File: src/rtl/cache_flush_ctrl_if.sv
// Flush sequencer <-> cache array/bus signal bundle.
// master: the flush controller; slave: the cache side (arrays, bus, requester).
interface cache_flush_ctrl_if #(
   parameter int unsigned NUMWAYS = 4,
   parameter int unsigned SETLEN  = 9
) ();
   logic                FlushReq;
   logic                InvalidateReq;
   logic                Stall;
   logic [NUMWAYS-1:0]  ValidWay;
   logic [NUMWAYS-1:0]  DirtyWay;
   logic                WBAck;
   logic [SETLEN-1:0]   FlushAdr;
   logic [NUMWAYS-1:0]  FlushWay;
   logic                SelFlush;
   logic                WBReq;
   logic                ClearDirty;
   logic                ClearValid;
   logic                Busy;
   logic                FlushDone;

   modport master (
      input  FlushReq, InvalidateReq, Stall, ValidWay, DirtyWay, WBAck,
      output FlushAdr, FlushWay, SelFlush, WBReq, ClearDirty, ClearValid, Busy, FlushDone
   );

   modport slave (
      output FlushReq, InvalidateReq, Stall, ValidWay, DirtyWay, WBAck,
      input  FlushAdr, FlushWay, SelFlush, WBReq, ClearDirty, ClearValid, Busy, FlushDone
   );
endinterface

File: src/rtl/cache_flush_ctrl.sv
// Walks every (set, way) of the cache on flush/invalidate, writing back dirty
// valid lines via req/ack and clearing dirty/valid bits as it goes.
module cache_flush_ctrl #(
   parameter int unsigned NUMWAYS  = 4,
   parameter int unsigned SETLEN   = 9,
   parameter int unsigned NUMLINES = 128
) (
   input logic                clk,
   input logic                reset,
   cache_flush_ctrl_if.master bus
);

   localparam int unsigned WAYW = (NUMWAYS  > 1) ? $clog2(NUMWAYS)  : 1;
   localparam int unsigned SETW = (NUMLINES > 1) ? $clog2(NUMLINES) : 1;
   localparam logic [WAYW-1:0] LAST_WAY = WAYW'(NUMWAYS - 1);
   localparam logic [SETW-1:0] LAST_SET = SETW'(NUMLINES - 1);

   typedef enum logic [2:0] {
      S_IDLE  = 3'd0,
      S_READ  = 3'd1,
      S_CHECK = 3'd2,
      S_WB    = 3'd3,
      S_NEXT  = 3'd4,
      S_DONE  = 3'd5
   } state_t;

   state_t          r_state;
   state_t          w_state_nxt;
   logic [SETW-1:0] r_set;
   logic [SETW-1:0] w_set_nxt;
   logic [WAYW-1:0] r_way;
   logic [WAYW-1:0] w_way_nxt;
   logic            r_inv;
   logic            w_inv_nxt;
   logic            w_wbreq;
   logic            w_clr_dirty;
   logic            w_clr_valid;
   logic            w_done;
   logic            w_line_wb;
   logic            w_last;

   // Line needs a writeback only when it is both valid and dirty.
   assign w_line_wb = bus.ValidWay[r_way] & bus.DirtyWay[r_way];
   assign w_last    = (r_set == LAST_SET) && (r_way == LAST_WAY);

   // State and walk counters.
   always_ff @(posedge clk or negedge reset) begin
      if (!reset) begin
         r_state <= S_IDLE;
         r_set   <= '0;
         r_way   <= '0;
         r_inv   <= 1'b0;
      end else begin
         r_state <= w_state_nxt;
         r_set   <= w_set_nxt;
         r_way   <= w_way_nxt;
         r_inv   <= w_inv_nxt;
      end
   end

   // Next-state and strobe decode.
   always_comb begin
      w_state_nxt = r_state;
      w_set_nxt   = r_set;
      w_way_nxt   = r_way;
      w_inv_nxt   = r_inv;
      w_wbreq     = 1'b0;
      w_clr_dirty = 1'b0;
      w_clr_valid = 1'b0;
      w_done      = 1'b0;

      case (r_state)
         S_IDLE: begin
            if ((bus.FlushReq | bus.InvalidateReq) & ~bus.Stall) begin
               w_set_nxt   = '0;
               w_way_nxt   = '0;
               w_inv_nxt   = bus.InvalidateReq;
               w_state_nxt = S_READ;
            end
         end
         S_READ: begin
            if (!bus.Stall) w_state_nxt = S_CHECK;
         end
         S_CHECK: begin
            if (!bus.Stall) w_state_nxt = w_line_wb ? S_WB : S_NEXT;
         end
         S_WB: begin
            // Writeback handshake ignores Stall: the request must stay up.
            w_wbreq = 1'b1;
            if (bus.WBAck) begin
               w_clr_dirty = 1'b1;
               w_state_nxt = S_NEXT;
            end
         end
         S_NEXT: begin
            if (!bus.Stall) begin
               w_clr_valid = r_inv;
               w_way_nxt   = WAYW'(r_way + 1'b1);
               if (r_way == LAST_WAY) w_set_nxt = SETW'(r_set + 1'b1);
               if (w_last) begin
                  w_set_nxt   = '0;
                  w_way_nxt   = '0;
                  w_state_nxt = S_DONE;
               end else begin
                  w_state_nxt = S_READ;
               end
            end
         end
         S_DONE: begin
            if (!bus.Stall) begin
               w_done      = 1'b1;
               w_state_nxt = S_IDLE;
            end
         end
         default: w_state_nxt = S_IDLE;
      endcase
   end

   assign bus.FlushAdr   = SETLEN'(r_set);
   assign bus.FlushWay   = {{(NUMWAYS-1){1'b0}}, 1'b1} << r_way;
   assign bus.SelFlush   = (r_state != S_IDLE);
   assign bus.Busy       = (r_state != S_IDLE);
   assign bus.WBReq      = w_wbreq;
   assign bus.ClearDirty = w_clr_dirty;
   assign bus.ClearValid = w_clr_valid;
   assign bus.FlushDone  = w_done;

endmodule

File: src/flat_wrapper.sv
// flat-port wrapper written by rule: the top's interface ports become plain ports
module cache_flush_ctrl_flat 
#(
   parameter int unsigned NUMWAYS  = 4,
   parameter int unsigned SETLEN   = 9,
   parameter int unsigned NUMLINES = 128
)
  (clk, reset, bus_FlushReq, bus_InvalidateReq, bus_Stall, bus_ValidWay, bus_DirtyWay, bus_WBAck, bus_FlushAdr, bus_FlushWay, bus_SelFlush, bus_WBReq, bus_ClearDirty, bus_ClearValid, bus_Busy, bus_FlushDone);
  cache_flush_ctrl_if #(.NUMWAYS(NUMWAYS), .SETLEN(SETLEN)) bus_i ();
  input logic clk;
  input logic reset;
  input wire logic [$bits(bus_i.FlushReq)-1:0] bus_FlushReq;
  input wire logic [$bits(bus_i.InvalidateReq)-1:0] bus_InvalidateReq;
  input wire logic [$bits(bus_i.Stall)-1:0] bus_Stall;
  input wire logic [$bits(bus_i.ValidWay)-1:0] bus_ValidWay;
  input wire logic [$bits(bus_i.DirtyWay)-1:0] bus_DirtyWay;
  input wire logic [$bits(bus_i.WBAck)-1:0] bus_WBAck;
  output wire logic [$bits(bus_i.FlushAdr)-1:0] bus_FlushAdr;
  output wire logic [$bits(bus_i.FlushWay)-1:0] bus_FlushWay;
  output wire logic [$bits(bus_i.SelFlush)-1:0] bus_SelFlush;
  output wire logic [$bits(bus_i.WBReq)-1:0] bus_WBReq;
  output wire logic [$bits(bus_i.ClearDirty)-1:0] bus_ClearDirty;
  output wire logic [$bits(bus_i.ClearValid)-1:0] bus_ClearValid;
  output wire logic [$bits(bus_i.Busy)-1:0] bus_Busy;
  output wire logic [$bits(bus_i.FlushDone)-1:0] bus_FlushDone;
  assign bus_i.FlushReq = bus_FlushReq;
  assign bus_i.InvalidateReq = bus_InvalidateReq;
  assign bus_i.Stall = bus_Stall;
  assign bus_i.ValidWay = bus_ValidWay;
  assign bus_i.DirtyWay = bus_DirtyWay;
  assign bus_i.WBAck = bus_WBAck;
  assign bus_FlushAdr = bus_i.FlushAdr;
  assign bus_FlushWay = bus_i.FlushWay;
  assign bus_SelFlush = bus_i.SelFlush;
  assign bus_WBReq = bus_i.WBReq;
  assign bus_ClearDirty = bus_i.ClearDirty;
  assign bus_ClearValid = bus_i.ClearValid;
  assign bus_Busy = bus_i.Busy;
  assign bus_FlushDone = bus_i.FlushDone;
  cache_flush_ctrl #(.NUMWAYS(NUMWAYS), .SETLEN(SETLEN), .NUMLINES(NUMLINES)) u_core (.clk(clk), .reset(reset), .bus(bus_i));
endmodule
File: config.mk
export PLATFORM = sky130hd
export DESIGN_NAME = cache_flush_ctrl_flat
export DESIGN_NICKNAME = d
export VERILOG_FILES = /design/src/rtl/cache_flush_ctrl_if.sv /design/src/rtl/cache_flush_ctrl.sv /design/src/flat_wrapper.sv
export SDC_FILE = /design/constraint.sdc
export NUM_CORES = 1
export LEC_CHECK = 0
export BUFFER_PORTS_ARGS = -buffer_cell sky130_fd_sc_hd__buf_4
export CORE_UTILIZATION = 40
export DETAILED_ROUTE_END_ITERATION = 10
export GPL_ROUTABILITY_DRIVEN = 0
export PLACE_DENSITY = 0.76
export SLEW_MARGIN = 40
export SYNTH_ARGS = -nofsm -noshare
export SYNTH_HDL_FRONTEND = slang
export SYNTH_SLANG_ARGS = --single-unit
File: constraint.sdc
create_clock -name clk -period 1.7 [get_ports clk]
set_clock_uncertainty 0.05 [all_clocks]
set_input_delay 0.085 -clock clk [delete_from_list [all_inputs] [get_ports clk]]
set_output_delay 0.085 -clock clk [all_outputs]
set_load 0.05 [all_outputs]
After elaboration in Yosys (flattened, before gate mapping)

Index checks and enable logic that the tools add are counted.

Register bits after elaboration: 13
Input port bits: 14
Output and inout port bits: 19

Add/sub/neg operators: 2
Order comparisons: 1
Equality and inequality tests: 14
Shift-type cells: 1
Multiplexer cells: 29
Bitwise gates (word level): 4
Reductions and logical operators: 8

Operator list:

| cell                                                                    | count |
|---|---|
| 7-bit 2-to-1 mux                                                        | 4 |
| 3-bit 2-to-1 mux                                                        | 8 |
| 3-bit case mux with 6 select lines                                      | 1 |
| 7-bit case mux with 2 select lines                                      | 1 |
| 2-bit inequality test, second input constant                            | 5 |
| 1-bit 2-to-1 mux                                                        | 9 |
| 7-bit by 1-bit adder with 7-bit output, second input constant           | 1 |
| 7-bit equality test, second input constant                              | 1 |
| 3-bit by 2-bit equality test with 1-bit output, second input constant   | 2 |
| 3-bit equality test, second input constant                              | 2 |
| 2-bit 2-to-1 mux                                                        | 3 |
| 6-bit AND reduction                                                     | 1 |
| 1-bit binary-select mux with 2-bit select                               | 2 |
| 2-bit case mux with 2 select lines                                      | 1 |
| 4-bit AND reduction                                                     | 1 |
| 1-bit by 2-bit << shifter with 4-bit output, first input constant       | 1 |
| 3-bit by 1-bit equality test with 1-bit output, second input constant   | 1 |
| 3-bit logical NOT                                                       | 1 |
| 2-bit by 3-bit < comparator with 1-bit output, second input constant    | 1 |
| 3-bit by 1-bit inequality test with 1-bit output, second input constant | 1 |
| 3-bit AND reduction                                                     | 1 |
| 3-bit nonzero test                                                      | 1 |
| 2-bit by 1-bit adder with 2-bit output, second input constant           | 1 |
| 1-bit bitwise AND                                                       | 2 |
| 7 further kinds                                                         | 7 |

Logic depth before layout (Yosys ltp)

Word-level depth: 6
Mapped depth: 5
Depth with buffers taken out: 5

Least setup slack after synthesis

OpenSTA, ideal clock, no wires.

Path type: reg2out
Start point: reg u_core.r_state[1]
End point: out bus_ClearDirty
Arrival time: 1964 ps
Required time: 1565 ps
Path slack: -399 ps
Stages on the path, launching flop included: 5
Path buffers: 1
Cell sequence: dfrtp_1 > clkbuf_1 > nand2_1 > nor2_1 > and2_1

Word-level cells in the longest chain between the ends: 2

RTL lines:

| what                                           | RTL line               | text |
|---|---|---|
| start, declared                                | cache_flush_ctrl.sv:27 | `state_t r_state;` |
| start signal, assigned                         | cache_flush_ctrl.sv:54 | `r_state <= w_state_nxt;` |
| 3-bit by 2-bit equality test with 1-bit output | cache_flush_ctrl.sv:72 | `case (r_state)` |
| 1-bit 2-to-1 mux                               | cache_flush_ctrl.sv:72 |  |
| end, declared                                  | flat_wrapper.sv:22     | `output wire logic [$bits(bus_i.ClearDirty)-1:0] bus_ClearDirty;` |

No other way between the ends.

Worst setup path in the final report

Start point: reg u_core.r_state[1]
End point: out bus_SelFlush

Word-level cells in the longest chain between the ends: 1

RTL lines:

| what               | RTL line                | text |
|---|---|---|
| 3-bit nonzero test | cache_flush_ctrl.sv:121 | `assign bus.SelFlush = (r_state != S_IDLE);` |
| end, declared      | flat_wrapper.sv:20      | `output wire logic [$bits(bus_i.SelFlush)-1:0] bus_SelFlush;` |

No other way between the ends.

==> impl_metrics.csv <==
group,metric,value,unit
setup_path,crit_chain,"buf_4, or3_1, buf_4",
layout,diodes,0,
global_route,grt_pass1_vias,729,
sta,hold_violations,0,
synthesis,yosys_most_used_dff,"dfrtp_1",
sta,finalSetupViolations,0,
global_route,overflow,0,
sta,fin_crit_sh,0.969,
setup_path,cp-endpoint,"bus_SelFlush",
worst_hold_path,hold_depth,3,
setup_path,crit_slowest_cell,"dfrtp_1",
synthesis,synth_area_leaders,"dfrtp_1 36%, nand2_1 7.2%, ha_1 7.0%, a21oi_1 3.4%, nand4_1 2.8%",
setup_path,crit_top_cell,"buf_4",
synthesis,avgSynthCellArea,9.01,sq um
drt,drt_iter0_drc,17,
floorplan,coreArea,2020,sq um
floorplan,start_util,0.441,
setup_path,cp-end-kind,"primary output",
synthesis,syn_inst,99,
floorplan,rows,16,
placed_design,dp.cells,155,
layout,instances_no_fill,161,
setup_path,max_stage_delay,430,ps
setup_path,r2r_end,"u_core.r_set[4]$_DFFE_PN0P_",
layout,fillers,178,
global_route,grt_max_degree,14,
synthesis,synth_cell_types,37,
global_route,antenna_found_initial,0,
setup_path,r2r_start,"u_core.r_state[1]$_DFFE_PN0P_",
synthesis,yosys.area.top_type,"dfrtp_1",
drt,wire_per_inst,12.4,um
placed_design,port_buffers,30,
setup_path,startpoint,"u_core.r_state[1]$_DFFE_PN0P_",
power,p_leak,0.547,nW
floorplan,die_h,49.2,um
clock_network,ctsRootBufferMaster,"clkbuf_4",
clock_network,cts_inserted_buffers,3,
synthesis,yosys.area.top_type_share,0.365,
synthesis,synth-edff-count,0,
setup_path,crit_path_max_fanout,10,
sta,maxSlewViolCount,0,
placed_design,dp_hpwl,1540,um
layout,final_common_cell,"buf_4",
clock_network,clockBufferDepth,2,
sta,tns,0,ps
layout,nets,154,
setup_path,worstPathRequired,1560,ps
worst_hold_path,hold_class,"primary input to register",
setup_path,reg2regPathDepth,4,
floorplan,die_w,49.2,um
run,drv_cap,0,
setup_path,worstSetupStartpointType,"register",
clock_network,clk_latency,280,ps
synthesis,ys_warn_count,0,
floorplan,die_area,2420,sq um
sta,fmax,607,MHz
synthesis,async_reset_ff_frac,1.00,
drt,via_per_inst,5.23,
synthesis,synth_seq_area_share,0.365,
global_route,grt_usage,0.168,
clock_network,htreeDepth,1,
clock_network,clkSinkCount,13,
clock_network,cts_tree,"done",
drt,drt-total-wl,1990,um
drt,drt_pre_antenna_iters,5,
setup_path,setup.worst_path.class,"register to primary output",
clock_network,path_clk_slew,80,ps
drt,vias,842,
run_status,status,"finished, final reports clean",
synthesis,ys_seq_elements,13,
power,powerDensity,1430,nW/um^2
drt,drc_errors,0,
setup_path,rrSetupSlack,110,ps
drt,ant_nets,0,
sta,min_period,1650,ps
power,ir_drop,790,uV
synthesis,synthesis.area,892,sq um
layout,syn2layout_area_growth,36.6,%
layout,final_layout_size_suffix_gt1_frac,0.418,
clock_network,post_cts_buffers,0,
sta,rsz0062_at_grt,"yes",
setup_path,crit_arrival,1510,ps
floorplan,ios,33,
global_route,grt_first_pass_wirelength,3110,um
layout,mostFrequentLayoutCells,"35 x buf_4, 17 x nand2_1, 7 x dfrtp_1",
[kinds of logic (layout without fill, tap and decap cells)]
family / count (synthesis) / after routing / synth area share
muxes: 2 / 2 / 0.0379
DFF: 13 / 13 / 0.365
AOI/OAI and AO/OA: 19 / 19 / 0.132
adders and majority gates: 5 / 5 / 0.0701
and+or+nand+nor: 47 / 47 / 0.303
buffers and inverters: 11 / 45 / 0.0785
xor gates and xnor gates: 1 / 1 / 0.00982
other: 1 / 2 / 0.00420
[critical path: cells and delay by family (launching register included)]
kind	cells	cell delay [ps]
buffers and inverters	2	400
flip-flops	1	430
AND/OR/NAND/NOR	1	400
[layer usage]
metal / GRT usage / vias to the layer above / wire length, um
met4: 0.0735 / 0 / 20
met3: 0.0405 / 4 / 114
li1: - / 421 / -
met5: 0 / - / 0
met2: 0.285 / 35 / 1010
met1: 0.200 / 382 / 845
[what timing repair did]
item,in CTS,in global routing
hold endpoints to repair,14,0
endpoints found under the setup margin,0,6
hold buffers,2,0
resized for setup,0,3
[stage by stage]
| step | instance area (sq um) | utilization | power [mW] | hold WS (ps) | worst slack, ps |
|---|---|---|---|---|---|
| global placement | 1160 | 0.575 | 1.50 | -118 | 139 |
| global route | 1220 | 0.603 | 1.84 | 36.6 | -1.59 |
| finish | 1220 | 0.603 | 1.74 | 21.5 | 52.1 |
| floorplan | 922 | - | 1.26 | -261 | -151 |
| CTS | 1210 | 0.598 | 1.73 | 21.4 | 47.9 |
| detailed placement | 1160 | 0.575 | 1.53 | -114 | 98.8 |
[how the worst min path moves through the flow]
stage,end,start
2_1_floorplan,u_core.r_inv$_DFFE_PN0P_,reset
3_3_place_gp,u_core.r_inv$_DFFE_PN0P_,reset
3_5_place_dp,u_core.r_inv$_DFFE_PN0P_,reset
4_1_cts,u_core.r_state[2]$_DFFE_PN0P_,bus_WBAck
5_1_grt,u_core.r_state[2]$_DFFE_PN0P_,bus_WBAck
6_report,u_core.r_state[2]$_DFFE_PN0P_,bus_WBAck
[sequential cells by signal, indices dropped and copies added, names as in the netlist]
signal	flops
u_core.r_inv	1
u_core.r_set	7
u_core.r_state	3
u_core.r_way	2
[synthesized netlist by cell type, drive strengths merged, types with 2 or more instances]
cell	instances
a21oi	6
buf	4
clkbuf	3
dfrtp	13
ha	5
inv	4
nand2	17
nand3	3
nand4	4
nor2	5
nor3	2
nor3b	2
o21ai	5
o31ai	3
or3	4
or4	2
[cell type report]
cell class / instances / area, sq um / area share
multi-input combinational: 76 / 528 / 0.433
inverter: 4 / 15.0 / 0.0123
clock buffer: 4 / 26.3 / 0.0216
sequential: 13 / 333 / 0.273
tap: 27 / 33.8 / 0.0277
timing repair buffer: 37 / 283 / 0.232
[report_power, final]
group | total, mW | internal (mW) | switching, mW
Clock | 0.196 | 0.0911 | 0.104
Sequential | 0.469 | 0.385 | 0.0837
Combinational | 1.07 | 0.391 | 0.684
Total | 1.74 | 0.867 | 0.872
Note: power is estimated with default switching activity, not from simulation.
